--- src/rtl/serial_subtractor_nbits.sv ---
// Bit-serial subtractor: d = a - b, one bit per clock, LSB first, through a
// single full-subtractor cell and a borrow flip-flop. A start/busy/done
// handshake lets the calculator control FSM sequence it.
//
//   state  | meaning
//   IDLE   | waiting for start_i; outputs hold the last result
//   RUN    | shifting one operand bit pair per edge through the cell
//   DONE   | one-cycle done_o pulse; results valid
module serial_subtractor_nbits #(
  parameter int width = 8
) (
  input  logic             clk_i,
  input  logic             rstn_i,
  input  logic             start_i,
  input  logic [width-1:0] a_i,
  input  logic [width-1:0] b_i,
  output logic             busy_o,
  output logic             done_o,
  output logic [width-1:0] d_o,
  output logic             bout_o,
  output logic             ovf_o
);

  localparam int CW = (width > 1) ? $clog2(width) : 1;
  localparam logic [CW-1:0] LAST = CW'(width - 1);

  typedef enum logic [1:0] {
    S_IDLE = 2'b00,
    S_RUN  = 2'b01,
    S_DONE = 2'b10
  } state_t;

  state_t r_state;
  state_t w_state_next;

  logic [width-1:0] r_a;
  logic [width-1:0] r_b;
  logic [width-1:0] r_r;
  logic [width-1:0] r_d;
  logic [CW-1:0]    r_cnt;
  logic             r_br;
  logic             r_a_msb;
  logic             r_b_msb;
  logic             r_busy;
  logic             r_done;
  logic             r_bout;
  logic             r_ovf;

  logic             w_x;
  logic             w_y;
  logic             w_bit;
  logic             w_br_next;
  logic             w_last;
  logic             w_ovf;
  logic [width-1:0] w_bit_msb;
  logic [width-1:0] w_r_next;

  // Full-subtractor cell and the next value of the result shift register.
  // The new bit is placed in the MSB through a one-hot mask so the same
  // expression also works for a 1-bit datapath.
  always_comb begin
    w_x       = r_a[0];
    w_y       = r_b[0];
    w_bit     = w_x ^ w_y ^ r_br;
    w_br_next = (~w_x & w_y) | (~(w_x ^ w_y) & r_br);
    w_bit_msb = '0;
    w_bit_msb[width-1] = w_bit;
    w_r_next  = (r_r >> 1) | w_bit_msb;
    w_last    = (r_state == S_RUN) && (r_cnt == LAST);
    // On the last edge w_bit is the result MSB.
    w_ovf     = (r_a_msb != r_b_msb) & (w_bit != r_a_msb);
  end

  // Next-state logic; unused encodings fall back to IDLE.
  always_comb begin
    w_state_next = S_IDLE;
    case (r_state)
      S_IDLE:  w_state_next = start_i ? S_RUN : S_IDLE;
      S_RUN:   w_state_next = w_last ? S_DONE : S_RUN;
      S_DONE:  w_state_next = S_IDLE;
      default: w_state_next = S_IDLE;
    endcase
  end

  // State register with synchronous active-low reset.
  always_ff @(posedge clk_i) begin
    if (!rstn_i) r_state <= S_IDLE;
    else         r_state <= w_state_next;
  end

  // Datapath: operand capture, serial shifting, and result/flag loading.
  always_ff @(posedge clk_i) begin
    if (!rstn_i) begin
      r_a     <= '0;
      r_b     <= '0;
      r_r     <= '0;
      r_d     <= '0;
      r_cnt   <= '0;
      r_br    <= 1'b0;
      r_a_msb <= 1'b0;
      r_b_msb <= 1'b0;
      r_busy  <= 1'b0;
      r_done  <= 1'b0;
      r_bout  <= 1'b0;
      r_ovf   <= 1'b0;
    end else begin
      r_done <= 1'b0;
      case (r_state)
        S_IDLE: begin
          if (start_i) begin
            r_a     <= a_i;
            r_b     <= b_i;
            r_a_msb <= a_i[width-1];
            r_b_msb <= b_i[width-1];
            r_br    <= 1'b0;
            r_cnt   <= '0;
            r_busy  <= 1'b1;
          end
        end
        S_RUN: begin
          r_a   <= r_a >> 1;
          r_b   <= r_b >> 1;
          r_r   <= w_r_next;
          r_br  <= w_br_next;
          r_cnt <= r_cnt + CW'(1);
          if (w_last) begin
            r_d    <= w_r_next;
            r_bout <= w_br_next;
            r_ovf  <= w_ovf;
            r_done <= 1'b1;
            r_busy <= 1'b0;
          end
        end
        default: begin
          r_busy <= 1'b0;
        end
      endcase
    end
  end

  assign busy_o = r_busy;
  assign done_o = r_done;
  assign d_o    = r_d;
  assign bout_o = r_bout;
  assign ovf_o  = r_ovf;

endmodule

--- config.mk ---
export PLATFORM = sky130hd
export DESIGN_NAME = serial_subtractor_nbits
export DESIGN_NICKNAME = d
export VERILOG_FILES = /design/src/rtl/serial_subtractor_nbits.sv
export SDC_FILE = /design/constraint.sdc
export NUM_CORES = 1
export LEC_CHECK = 0
export CELL_PAD_IN_SITES_DETAIL_PLACEMENT = 0
export CELL_PAD_IN_SITES_GLOBAL_PLACEMENT = 2
export CORE_MARGIN = 4
export CORE_UTILIZATION = 29
export CTS_CLUSTER_DIAMETER = 60
export DETAILED_ROUTE_END_ITERATION = 12
export PLACE_DENSITY = 0.8
export SLEW_MARGIN = 20
export SYNTH_ARGS = -nofsm -noshare
export SYNTH_HDL_FRONTEND = slang
export SYNTH_SLANG_ARGS = --single-unit
--- constraint.sdc ---
create_clock -name clk_i -period 1.61 [get_ports clk_i]
set_input_delay 0.161 -clock clk_i [delete_from_list [all_inputs] [get_ports clk_i]]
set_output_delay 0.161 -clock clk_i [all_outputs]
set_load 0.01 [all_outputs]
Word level (Yosys, flattened, before mapping)
Cells that the tools add are included.
{"block": "word_totals", "register_bits": 44, "out_inout_bits": 12}
{"block": "op_classes", "mux": 15, "n_reduce_logical": 8, "bitwise_logic": 9, "addsub": 1, "n_eq_ne": 6}
{"op": "$pmux 8 s2", "count": 2}
{"op": "$mux 8", "count": 2}
{"op": "$reduce_and 2->1", "count": 5}
{"op": "$or 7x8->8", "count": 1}
{"op": "$pmux 3 s2", "count": 1}
{"op": "$mux 1", "count": 5}
{"op": "$ne 2x2->1 const B", "count": 2}
{"op": "$pmux 1 s2", "count": 2}
{"op": "$pmux 2 s2", "count": 1}
{"op": "$add 3x1->3 const B", "count": 1}
{"op": "$and 1x1->1", "count": 3}
{"op": "$eq 3x3->1 const B", "count": 1}
{"op": "$mux 3", "count": 1}
{"op": "$eq 2x1->1 const B", "count": 1}
{"op": "$logic_not 2->1", "count": 1}
{"op": "$mux 2", "count": 1}
{"op": "$ne 1x1->1", "count": 2}
{"op": "$not 1->1", "count": 2}
{"op": "$reduce_bool 2->1", "count": 1}
{"op": "$xor 1x1->1", "count": 2}
{"op": "$logic_and 1x1->1", "count": 1}
{"op": "$or 1x1->1", "count": 1}

Longest topological paths before layout
Gate-level depths: netlist of run 1.
{"block": "logic_depth", "word_depth": 5, "depth_mapped": 7, "mapped_depth_nobuf": 5}

Least setup slack after synthesis of run 1
Ideal clock, no wire load.
{"block": "synth_timing", "path_kind": "register to register", "startpoint": "reg r_b[0]", "endpoint": "reg r_ovf (netlist: ovf_o)", "t_required_ns": 1.536, "arrival_time_ns": 1.415, "setup_time_ns": 0.074, "synth_period_minus_slack_ns": 1.489, "path_stages_with_launch": 5, "setup_slack_ns": 0.121, "cell_sequence": "dfxtp_1 > inv_1 > fa_1 > or3b_2 > a31oi_1"}
{"block": "synth_between", "elab_chain_cells": 4}
{"item": "from (decl)", "line": "37", "rtl": "logic [width-1:0] r_b;"}
{"item": "from (signal assigned)", "line": "112", "rtl": "r_b <= b_i;"}
{"item": "from (signal assigned)", "line": "122", "rtl": "r_b <= r_b >> 1;"}
{"item": "$xor 1x1->1 (2 in a row)", "line": "64", "rtl": "w_bit = w_x ^ w_y ^ r_br;"}
{"item": "net w_bit", "line": "51", "rtl": "logic w_bit;"}
{"item": "$ne 1x1->1", "line": "71", "rtl": "w_ovf = (r_a_msb != r_b_msb) & (w_bit != r_a_msb);"}
{"item": "$and 1x1->1", "line": "71"}
{"item": "to (signal assigned)", "line": "129", "rtl": "r_ovf <= w_ovf;"}
{"item": "to (decl)", "line": "47", "rtl": "logic r_ovf;"}
The timed path passes the listed nets, and every way through them passes these cells.
A chain may end at the register's enable or synchronous reset.

Worst setup path after layout of run 1
Same ends and word-level chain as after synthesis.

==> impl_metrics.ini, run 1 <==
[finish]
final_common_cell = nand2_1
n_antenna_cell = 0
nets = 240
layout-drive-gt1-share_pct = 8.68
final_cell_mix = nand2_1 (47), dfxtp_1 (43), clkdlybuf4s50_1 (30)
fin_area_mm2 = 0.00231
syn_to_final_growth_pct = 25.7

[floorplan]
io_pins = 31
initial_core_util_pct = 30.5
core_area_mm2 = 0.00603
die_area_mm2 = 0.00768
rows = 28
die_y_um = 87.6
die_x_um = 87.6

[sta]
rsz0062_at_grt = no
max_freq_mhz = 662
worstMarginPinSlew_ps = 422
hold-worst-slack_ps = 456
fin_crit_ps = 1510
fin_crit_sh_pct = 93.8
finalSetupTns_ps = 0
slew_headroom_pct = 71.9
hold_viol = 0
fin_skew_ps = 7.37
drv_slew = 0
setup_violations = 0

[global_routing]
grt_antenna_before_repair = 0
grt-ovfl-total = 0
grt_pass1_wl_mm = 6.05
grt_max_degree = 43
grt.total_usage_pct = 10.1
grt_pass1_vias = 1271

[clock_tree]
numCtsBuffers = 5
cts-htree-levels = 2
cts_tree = done
root_buffer = clkbuf_8
path_clk_slew_ps = 80
clk_latency_ps = 300
cts.sinks = 43
holdBufCountCts = 0
cts_buffer_depth = 2

[logic_synthesis]
synth_top_area_share_pct = 46.8
synthTopCellsByArea = dfxtp_1 (47%), nand2_1 (9.6%), mux2i_1 (9.3%)
synthArstFlopShare_pct = 0
synth_area_leader_cell = dfxtp_1
ys.flop_type = dfxtp_1
yosysSeqAreaShare_pct = 46.8
yosysWarnings = 0
syn-cell-area_mm2 = 0.00184
synth-seq-cells = 43
syn_avg_cell_area_um2 = 9.83
ys_types = 28
synth-edff-count = 0
syn_inst = 187
synth.net_count = 209

[pwr]
peakVddDrop_uv = 356
power_leakage_uw = 0.000990
p_per_area_mw_per_mm2 = 929

[placement]
place.gp.congestion = 0.670
place_area_mm2 = 0.00221
hpwl_mm = 2.38
portBuffers = 30

[worst_setup_path]
end_kind = register
ff2ff_setup_slack_ps = 100
critPathKind = reg -> reg
worstPathArrival_ps = 1730
worst_ep_required_time_ps = 1830
cp_max_fo = 2
cp-start-kind = register

[min_path]
min_path_type = reg -> reg

[outcome]
status = finished clean

[detailed_routing]
drt_iter0_drc = 49
post_drt_wl_per_cell_um = 12.1
dr.pass1.iters = 4
routed_wl_mm = 3.56
drc_errors = 0
ant_nets = 0
viasPerCell = 4.56
dr_total_vias = 1342

[run]
cap_violations = 0
synthesized netlist by cell type, types with 2 or more instances:
| master | count |
|---|---|
| a21boi_1 | 15 |
| a22oi_1 | 4 |
| and2_1 | 4 |
| buf_2 | 4 |
| buf_6 | 4 |
| clkbuf_1 | 4 |
| dfxtp_1 | 43 |
| ha_1 | 2 |
| inv_1 | 2 |
| mux2i_1 | 17 |
| nand2_1 | 47 |
| nand2b_1 | 2 |
| nand3b_1 | 2 |
| nor2_1 | 2 |
| nor2b_1 | 8 |
| o211a_1 | 14 |
| o21ai_0 | 2 |
repair_timing:
item	CTS	global route
endpoints found under the setup margin	0	3
resized for setup	0	1
buffers inserted	0	0
worst paths after layout:
kind / startpoint / end / cells past startpoint
setup / recovery: r_b[0] / ovf_o / 4
hold / removal: d_o[3] / d_o[3] / 2
setup reg to reg: r_b[0] / ovf_o / 4
hold reg to reg: d_o[3] / d_o[3] / 2
metal layers:
metal / global-route usage, % / routed length [um] / vias to the layer above
met5: 0 / 0 / -
met4: 4.18 / 71 / 0
met3: 3.39 / 149 / 6
met2: 15.2 / 1580 / 21
met1: 13.3 / 1760 / 619
li1: - / - / 696
sequential cells by signal (all words and copies together) (netlist names):
signal	flops
r_r	7
r_a	8
d_o	8
r_a_msb	1
r_state	2
bout_o	1
ovf_o	1
done_o	1
r_cnt	3
r_b	8
r_b_msb	1
r_br	1
busy_o	1
through the flow:
step | utilization [%] | power (uW) | setup slack (ps) | instances
after floorplan | - | 1330 | 121 | 187
after global placement | 36.7 | 1430 | 138 | 286
after detailed placement | 36.7 | 1420 | 115 | 286
after CTS | 38.3 | 2180 | 93.2 | 294
after global routing | 38.4 | 2260 | 52.7 | 294
final | 38.4 | 2150 | 101 | 294
critical path: stages, from the launching register on:
cell     delay, ps
dfxtp_1        310
inv_1           60
fa_1           460
or3b_2         450
a31oi_1        160
kinds of logic after synthesis:
logic type | share of synthesized area, %
adder cells (fa/ha/maj) | 2.45
AO/OA/AOI/OAI | 18.0
AND/OR/NAND/NOR | 17.6
buffers and inverters | 5.85
multiplexers | 9.26
flip-flops | 46.8
power by group:
| part | internal (uW) | total [uW] | leakage [uW] | switching (uW) |
|---|---|---|---|---|
| Sequential | 1110 | 1140 | 0.000352 | 27.7 |
| Clock | 392 | 749 | 0.0000515 | 357 |
| Combinational | 147 | 260 | 0.000587 | 113 |
area by class of cell:
type                       count  area (um^2)
inverter                       2         7.51
multi-input combinational    129          871
tap                           75         93.8
sequential                    43          861
fill                         623         3710
timing repair buffer          37          378
clock buffer                   8          100
(Power assumes the default switching activity.)
==> run 2: changes to the inputs <==
- PLACE_DENSITY: 0.8 -> 0.84
==> impl_metrics.ini, run 2 (synthesis results as in run 1) <==
[sta]
fin_skew_ps = 7.28
slew_headroom_pct = 72.0
max_freq_mhz = 666
drv_slew = 0
hold_viol = 0
rsz0062_at_grt = no
finalSetupTns_ps = 0
hold-worst-slack_ps = 455
layout_setup_ws_ps = 108
worstMarginPinSlew_ps = 420
fin_crit_sh_pct = 93.3
setup_violations = 0
fin_crit_ps = 1500

[clock_tree]
holdBufCountCts = 0
path_clk_slew_ps = 80
numCtsBuffers = 5
clk_latency_ps = 290
root_buffer = clkbuf_8
cts_setup_buffers = 0
cts_buffer_depth = 2
cts.sinks = 43
cts-htree-levels = 2
cts_tree = done
cts_resized = 0

[finish]
n_antenna_cell = 0
fin_area_mm2 = 0.00232
nets = 241
fillers = 624
syn_to_final_growth_pct = 26.3
final_common_cell = nand2_1
layout-drive-gt1-share_pct = 9.09
final_cell_mix = nand2_1 (47), dfxtp_1 (43), clkdlybuf4s50_1 (30)

[floorplan]
core_area_mm2 = 0.00603
die_area_mm2 = 0.00768
die_y_um = 87.6
die_x_um = 87.6
rows = 28
initial_core_util_pct = 30.5
io_pins = 31

[placement]
portBuffers = 30
place.gp.congestion = 0.685
place_ws_ps = 126
hpwl_mm = 2.46
place_area_mm2 = 0.00222

[min_path]
hold_path_depth = 2
hold-path-endpoint = r_r[1]
min_path_type = reg -> reg
holdCritStartpoint = r_r[1]

[worst_setup_path]
reg2reg_depth = 4
ff2ff_setup_slack_ps = 110
worstPathArrival_ps = 1720
timing.rr.end = ovf_o
cp-start-kind = register
worst_ep_required_time_ps = 1830
critPathKind = reg -> reg
end_kind = register
cp_max_fo = 2
r2r_start = r_b[0]

[outcome]
status = finished clean

[run]
cap_violations = 0

[global_routing]
grt.total_usage_pct = 10.1
grt_pass1_wl_mm = 6.06
grt-ovfl-total = 0
grt_pass1_vias = 1319
grt_antenna_before_repair = 0
grt_max_degree = 43

[pwr]
peakVddDrop_uv = 355
p_total_uw = 2150
p_per_area_mw_per_mm2 = 925
power_leakage_uw = 0.000993

[detailed_routing]
post_drt_wl_per_cell_um = 12.0
routed_wl_mm = 3.53
drc_errors = 0
dr.pass1.iters = 4
viasPerCell = 4.55
drt_iter0_drc = 73
ant_nets = 0
dr_total_vias = 1341
[run 2: how the worst max path moves through the flow]
stage,startpoint,endpoint,slack (ps),depth (start not counted)
after floorplan,r_b[0],ovf_o,120,4
after CTS,r_b[0],ovf_o,110,4
final,r_b[0],ovf_o,110,4
after detailed placement,r_b[0],ovf_o,130,4
after global routing,r_b[0],ovf_o,40,4
after global placement,r_b[0],ovf_o,140,4
[run 2: final cells by class]
class	count	area [um^2]	area share, %
multi-input cells	129	870	37.5
flip-flops and latches	43	861	37.1
repair buffers	38	385	16.6
clock buffers	7	96.3	4.15
well taps	75	93.8	4.04
clock inverters	1	7.51	0.323
inverters	2	7.51	0.323
[run 2: layer usage]
metal  part of all wire [%]  wire (um)  GRT usage, %  vias to the layer above
li1                       -          -             -                      702
met2                     46       1630          15.8                       17
met3                    3.3        115          3.01                        6
met1                     49       1720          13.0                      616
met5                      0          0             0                        -
met4                    2.0         69          4.18                        0
[run 2: worst max-delay path: stages (launching register included)]
cell	delay [ps]
dfxtp_1	310
inv_1	60
fa_1	460
or3b_2	450
a31oi_1	160
[run 2: stage by stage]
step,utilization (%),instances
4_1_cts,38.5,295
2_1_floorplan,-,187
6_report,38.5,295
3_3_place_gp,36.8,287
3_5_place_dp,36.8,287
5_1_grt,38.5,295
[run 2: power by group]
| group | internal, uW | total, uW | switching (uW) |
|---|---|---|---|
| Clock | 390 | 750 | 360 |
| Combinational | 147 | 258 | 111 |
| Sequential | 1110 | 1140 | 29.8 |
==> variant 1: new RTL, flow settings as in run 2 <==
Put one more register stage on the output `ovf_o`, without a reset. The value now appears one clock later. The other outputs are not delayed to match.
--- a/src/rtl/serial_subtractor_nbits.sv
+++ b/src/rtl/serial_subtractor_nbits.sv
@@ -142,7 +142,9 @@
   assign done_o = r_done;
   assign d_o    = r_d;
   assign bout_o = r_bout;
-  assign ovf_o  = r_ovf;
+  always_ff @(posedge clk_i) begin
+    ovf_o <= r_ovf;
+  end
 
 endmodule
 
Behaviour: not the same (Yosys sat finds a counterexample within 10 cycles, from zero or initial values and one cycle with rstn_i low).
==> variant 1 against run 2 <==
Count of clock-buffer cells in the layout decreased by 1. Design area increased by 0.81%. Routed wire length increased by 3.9%. Critical endpoint is now r_ovf$_SDFFE_PN0P_. Setup slack improved by 9.2 ps. Sequential cell count increased by 1. Synthesized area increased by 1.1%. Fmax increased by 0.62%. Power decreased by 0.81%.
==> variant 1: results (changes against run 2) <==
run_status:
  status: "complete, no violations"
global_route:
  grt_pass1_vias: 1276  # -3.3%
  grt_pass1_wl_um: 6020  # -0.69%
  grt.total_usage_pct: 10.1  # -0.028 points
  grt_use_met1_pct: 13.4  # +0.42 points
  met2_usage_pct: 15.5  # -0.27 points
  grt_max_degree: 23  # -47%
  grt_use_met3_pct: 2.07  # -0.94 points
  antenna_found_initial: 0  # unchanged
synth:
  synth_fp_nets: 210  # +0.48%
  synth_ff_type: "dfxtp_1"
  synthDistinctLibCells: 28  # unchanged
  yosys-top-cells-count: "nand2_1, dfxtp_1, mux2i_1"
  post-synth-top-count-cell: "nand2_1"
  synth_async_sr_flop_share_pct: 0  # unchanged
  synth_area_leaders: "dfxtp_1, nand2_1, mux2i_1"
  yosysWarnings: 0  # unchanged
  synth_seq_area_share_pct: 47.4  # +0.57 points
power:
  p_sw_uw: 505  # +0.77%
  ir_worst_vdd_uv: 409  # +15%
  leakage_uw: 0.00101  # +2.0%
  p_seq_share_pct: 54.5  # +1.4 points
  power_frac_clock_pct: 33.2  # -1.7 points
setup_path:
  r2r-end: "r_ovf$_SDFFE_PN0P_"
  r2r_cells: 4  # unchanged
  r2r_start: "r_b[0]$_SDFFE_PN0P_"
  r2r_slack_ps: 120
  crit_type: "flip-flop to flip-flop"
  cp.arrival_ps: 1710
  cp_max_fo: 2  # unchanged
  slowest_delay_ps: 470
  worst_path_dominant_cell_family: "adder cells"
  cp_slowest_cell: "fa_1"
placed_design:
  io_buffers: 30  # unchanged
  post-dp-hpwl_um: 2570  # +4.4%
  gp_congestion: 0.741  # +8.2%
cts:
  post_cts_buffers: 0  # unchanged
  cts_resized: 0  # unchanged
  clk_pin_slew_ps: 80  # about the same
  root_buffer: "clkbuf_8"
  clk_latency_ps: 290  # about the same
  cts_made_buffers: 5  # unchanged
  clockBufferDepth: 2  # unchanged
  htree_levels: 2  # unchanged
detailed_routing:
  top_layer_used: "met4"
  wl_um: 3670  # +3.9%
  drt-initial-drc-count: 77  # +5.5%
  viasPerCell: 4.56  # +0.28%
  wl_met2_um: 1660  # +1.9%
  dr.pass1.iters: 4  # unchanged
  wl_met1_um: 1840  # +6.9%
  dr_wl_met3_um: 107  # -7.0%
timing:
  slew_headroom_pct: 74.1  # +2.2 points
  clock_skew_ps: 6.71  # -0.569 ps
final_layout:
  diodes: 0  # unchanged
  nets: 245  # +1.7%
  drive_gt1_share_pct: 10.3  # +1.2 points
hold_path:
  hp-start: "r_ovf$_SDFFE_PN0P_"
  min_path_type: "flip-flop to flip-flop"
[variant 1: cell count changes after synthesis, sizes merged]
| cell | before | now |
|---|---|---|
| dfxtp | 43 | 44 |
[variant 1: logic make-up (layout without fill, tap and decap cells)]
logic type	count (synthesis)	after routing	synth area share [%]
AND/OR/NAND/NOR	69	69	17.4
adder cells (fa/ha/maj)	3	3	2.42
multiplexers	17	17	9.16
buffers and inverters	15	51	5.79
AO/OA/AOI/OAI	40	40	17.8
flip-flops	44	44	47.4
[variant 1: how the worst min path moves through the flow]
stage | to | depth (start not counted) | slack (ps)
after floorplan | r_ovf$_SDFFE_PN0P_ | 2 | 300
after global placement | ovf_o$_DFF_P_ | 0 | 370
after detailed placement | ovf_o$_DFF_P_ | 0 | 360
after CTS | ovf_o$_DFF_P_ | 0 | 370
after global routing | ovf_o$_DFF_P_ | 0 | 390
final | ovf_o$_DFF_P_ | 0 | 360
[variant 1: stage by stage]
| stage | cells | utilization (%) | total power [uW] | area (um2) | worst slack, ps |
|---|---|---|---|---|---|
| 6_report | 299 | 38.6 | 2130 | 2340 | 117 |
| 5_1_grt | 299 | 38.6 | 2250 | 2340 | 9.39 |
| 4_1_cts | 299 | 38.6 | 2160 | 2340 | 102 |
| 3_5_place_dp | 291 | 37.1 | 1450 | 2250 | 124 |
| 3_3_place_gp | 291 | 37.1 | 1450 | 2250 | 136 |
| 2_1_floorplan | 188 | - | 1360 | 1860 | 121 |
[variant 1: area by class of cell]
class / count / area [um2]
timing repair buffer: 41 / 395
fill: 629 / 3720
tap: 75 / 93.8
inverter: 2 / 7.51
clock inverter: 2 / 10.0
multi-input combinational: 129 / 870
sequential: 44 / 881
clock buffer: 6 / 82.6
==> variant 2: new RTL, config.mk and constraints of run 2 <==
Made on the original files. The parameter `width` goes from 8 to 16.
--- a/src/rtl/serial_subtractor_nbits.sv
+++ b/src/rtl/serial_subtractor_nbits.sv
@@ -7,7 +7,7 @@
 //   RUN    | shifting one operand bit pair per edge through the cell
 //   DONE   | one-cycle done_o pulse; results valid
 module serial_subtractor_nbits #(
-  parameter int width = 8
+  parameter int width = 16
 ) (
   input  logic             clk_i,
   input  logic             rstn_i,
Interface: changed (resized a_i, b_i and d_o); port bits go from 31 to 55. No check against the original RTL was run, so the function may have changed too.
==> variant 2 against run 2 <==
Clock skew is 2.6 ps higher. Power up 85%. Fmax is 3.9% higher. Die area increased by 65%. Routed wire length is 99% higher. Clock power is 100% higher. Non-clock buffer count grew 30. Setup slack improved by 57 ps. Sequential share of layout area grew 0.24 points. Synthesized area is 73% higher. Synthesized cell count grew 96%. Utilization grew 0.30 points. Sequential cell count rose by 33. Design area rose by 76%. Critical path type unchanged.
==> variant 2: results (changes against run 2) <==
global_route:
  grt_pass1_vias: 2467  # +87%
  grt.total_usage_pct: 11.0  # +0.90 points
  grt_max_degree: 35  # -19%
  grt_pass1_wl_um: 11600  # +91%
  antenna_found_initial: 0  # unchanged
cts:
  cts_made_buffers: 9  # +4
  clockBufferDepth: 2  # unchanged
  htree_levels: 3  # +1
  clk_latency_ps: 350  # +60 ps
setup_path:
  cp.arrival_ps: 1720  # about the same
  cp_max_fo: 17  # +15
detailed_routing:
  viasPerCell: 4.61  # +1.5%
  wl_um: 7010  # +99%
  drt-initial-drc-count: 161  # +120%
  dr.pass1.iters: 6  # +2
power:
  ir_worst_vdd_uv: 370  # +4.3%
  leakage_uw: 0.00144  # +45%
  p_sw_uw: 1000  # +99%
synth:
  yosysWarnings: 0  # unchanged
  synth_seq_area_share_pct: 47.9  # +1.1 points
  synthDistinctLibCells: 38  # +36%
  synth_fp_nets: 404  # +93%
  synth_area_leaders: "dfxtp_1, nand2_1, a21oi_1"
  yosys-top-cells-count: "nand2_1, dfxtp_1, a21oi_1"
  synth_async_sr_flop_share_pct: 0  # unchanged
  synth_ff_type: "dfxtp_1"
hold_path:
  min_path_type: "input port to flip-flop"
final_layout:
  drive_gt1_share_pct: 13.0  # +3.9 points
  diodes: 0  # unchanged
  nets: 455  # +89%
timing:
  worst_pin_slew_ps: 350  # -69.1 ps
  clock_skew_ps: 9.90  # +2.62 ps
run_status:
  status: "complete, no violations"
placed_design:
  io_buffers: 54  # +80%
  post-dp-hpwl_um: 4630  # +88%
  gp_congestion: 0.709  # +3.5%
-- variant 2: cell types whose count changed in the layout (fill, tap and decap cells not counted), sizes merged, moves of 7 or more --
cell | run 2 | this run
buf | 8 | 15
o21ai | 2 | 29
o211a | 14 | 0
nand2 | 47 | 95
clkdlybuf4s50 | 30 | 53
a21oi | 1 | 74
a21boi | 15 | 0
nor2 | 2 | 14
dfxtp | 43 | 76
-- variant 2: worst paths after layout --
path                         startpoint                  end  slack (ps)  depth (start not counted)
setup / recovery  r_cnt[0]$_SDFFE_PN0P_  d_o[9]$_SDFFE_PN0P_         160                          5
hold reg to reg     d_o[0]$_SDFFE_PN0P_  d_o[0]$_SDFFE_PN0P_         460                          2
setup reg to reg  r_cnt[0]$_SDFFE_PN0P_  d_o[9]$_SDFFE_PN0P_         160                          5
hold / removal                   rstn_i   ovf_o$_SDFFE_PN0P_         120                          3
-- variant 2: layer usage --
layer  global-route usage (%)  routed length [um]
met2                     17.8                3210
met3                     3.50                 337
met1                     13.8                3390
met4                     3.61                  76
met5                        0                   0
-- variant 2: power groups by stage --
stage	registers (uW)	logic, uW	clock network (uW)
3_5_place_dp	2060	461	0
6_report	2010	456	1510
4_1_cts	2010	463	1560
5_1_grt	2020	509	1640
2_1_floorplan	2040	297	0
3_3_place_gp	2050	454	0
-- variant 2: stage by stage --
stage                     instances  utilization (%)  area, um2  setup WS (ps)
after floorplan                 367                -       3180            274
after global placement          543             36.8       3870            116
after detailed placement        543             36.8       3870           67.5
after CTS                       559             38.8       4080           61.1
after global routing            559             38.8       4080           59.5
final                           559             38.8       4080            164
-- variant 2: worst max-delay path: stages (launching register included) --
cell	delay, ps
dfxtp_1	400
ha_1	270
nand4_4	200
nor2_8	130
buf_12	170
mux2i_1	200
-- variant 2: logic make-up (layout without fill, tap and decap cells) --
logic type,Yosys count,count (layout),synth area share [%]
and+or+nand+nor,123,123,17.1
muxes,19,19,5.99
DFF,76,76,47.9
buffers and inverters,31,87,6.19
adders and majority gates,2,2,1.02
AOI/OAI and AO/OA,116,116,21.8
-- variant 2: cell type report --
class                      count  area (um2)
inverter                       3        11.3
sequential                    76        1520
tap                          136         170
clock buffer                  11         151
fill                        1079        6430
clock inverter                 5        60.1
timing repair buffer          68         703
multi-input combinational    260        1460
-- variant 2: timing repair --
item | in CTS | in global routing
buffers inserted | 0 | 0
hold endpoints to repair | 0 | 0
setup endpoints to repair | 0 | 2
resized for setup | 0 | 1
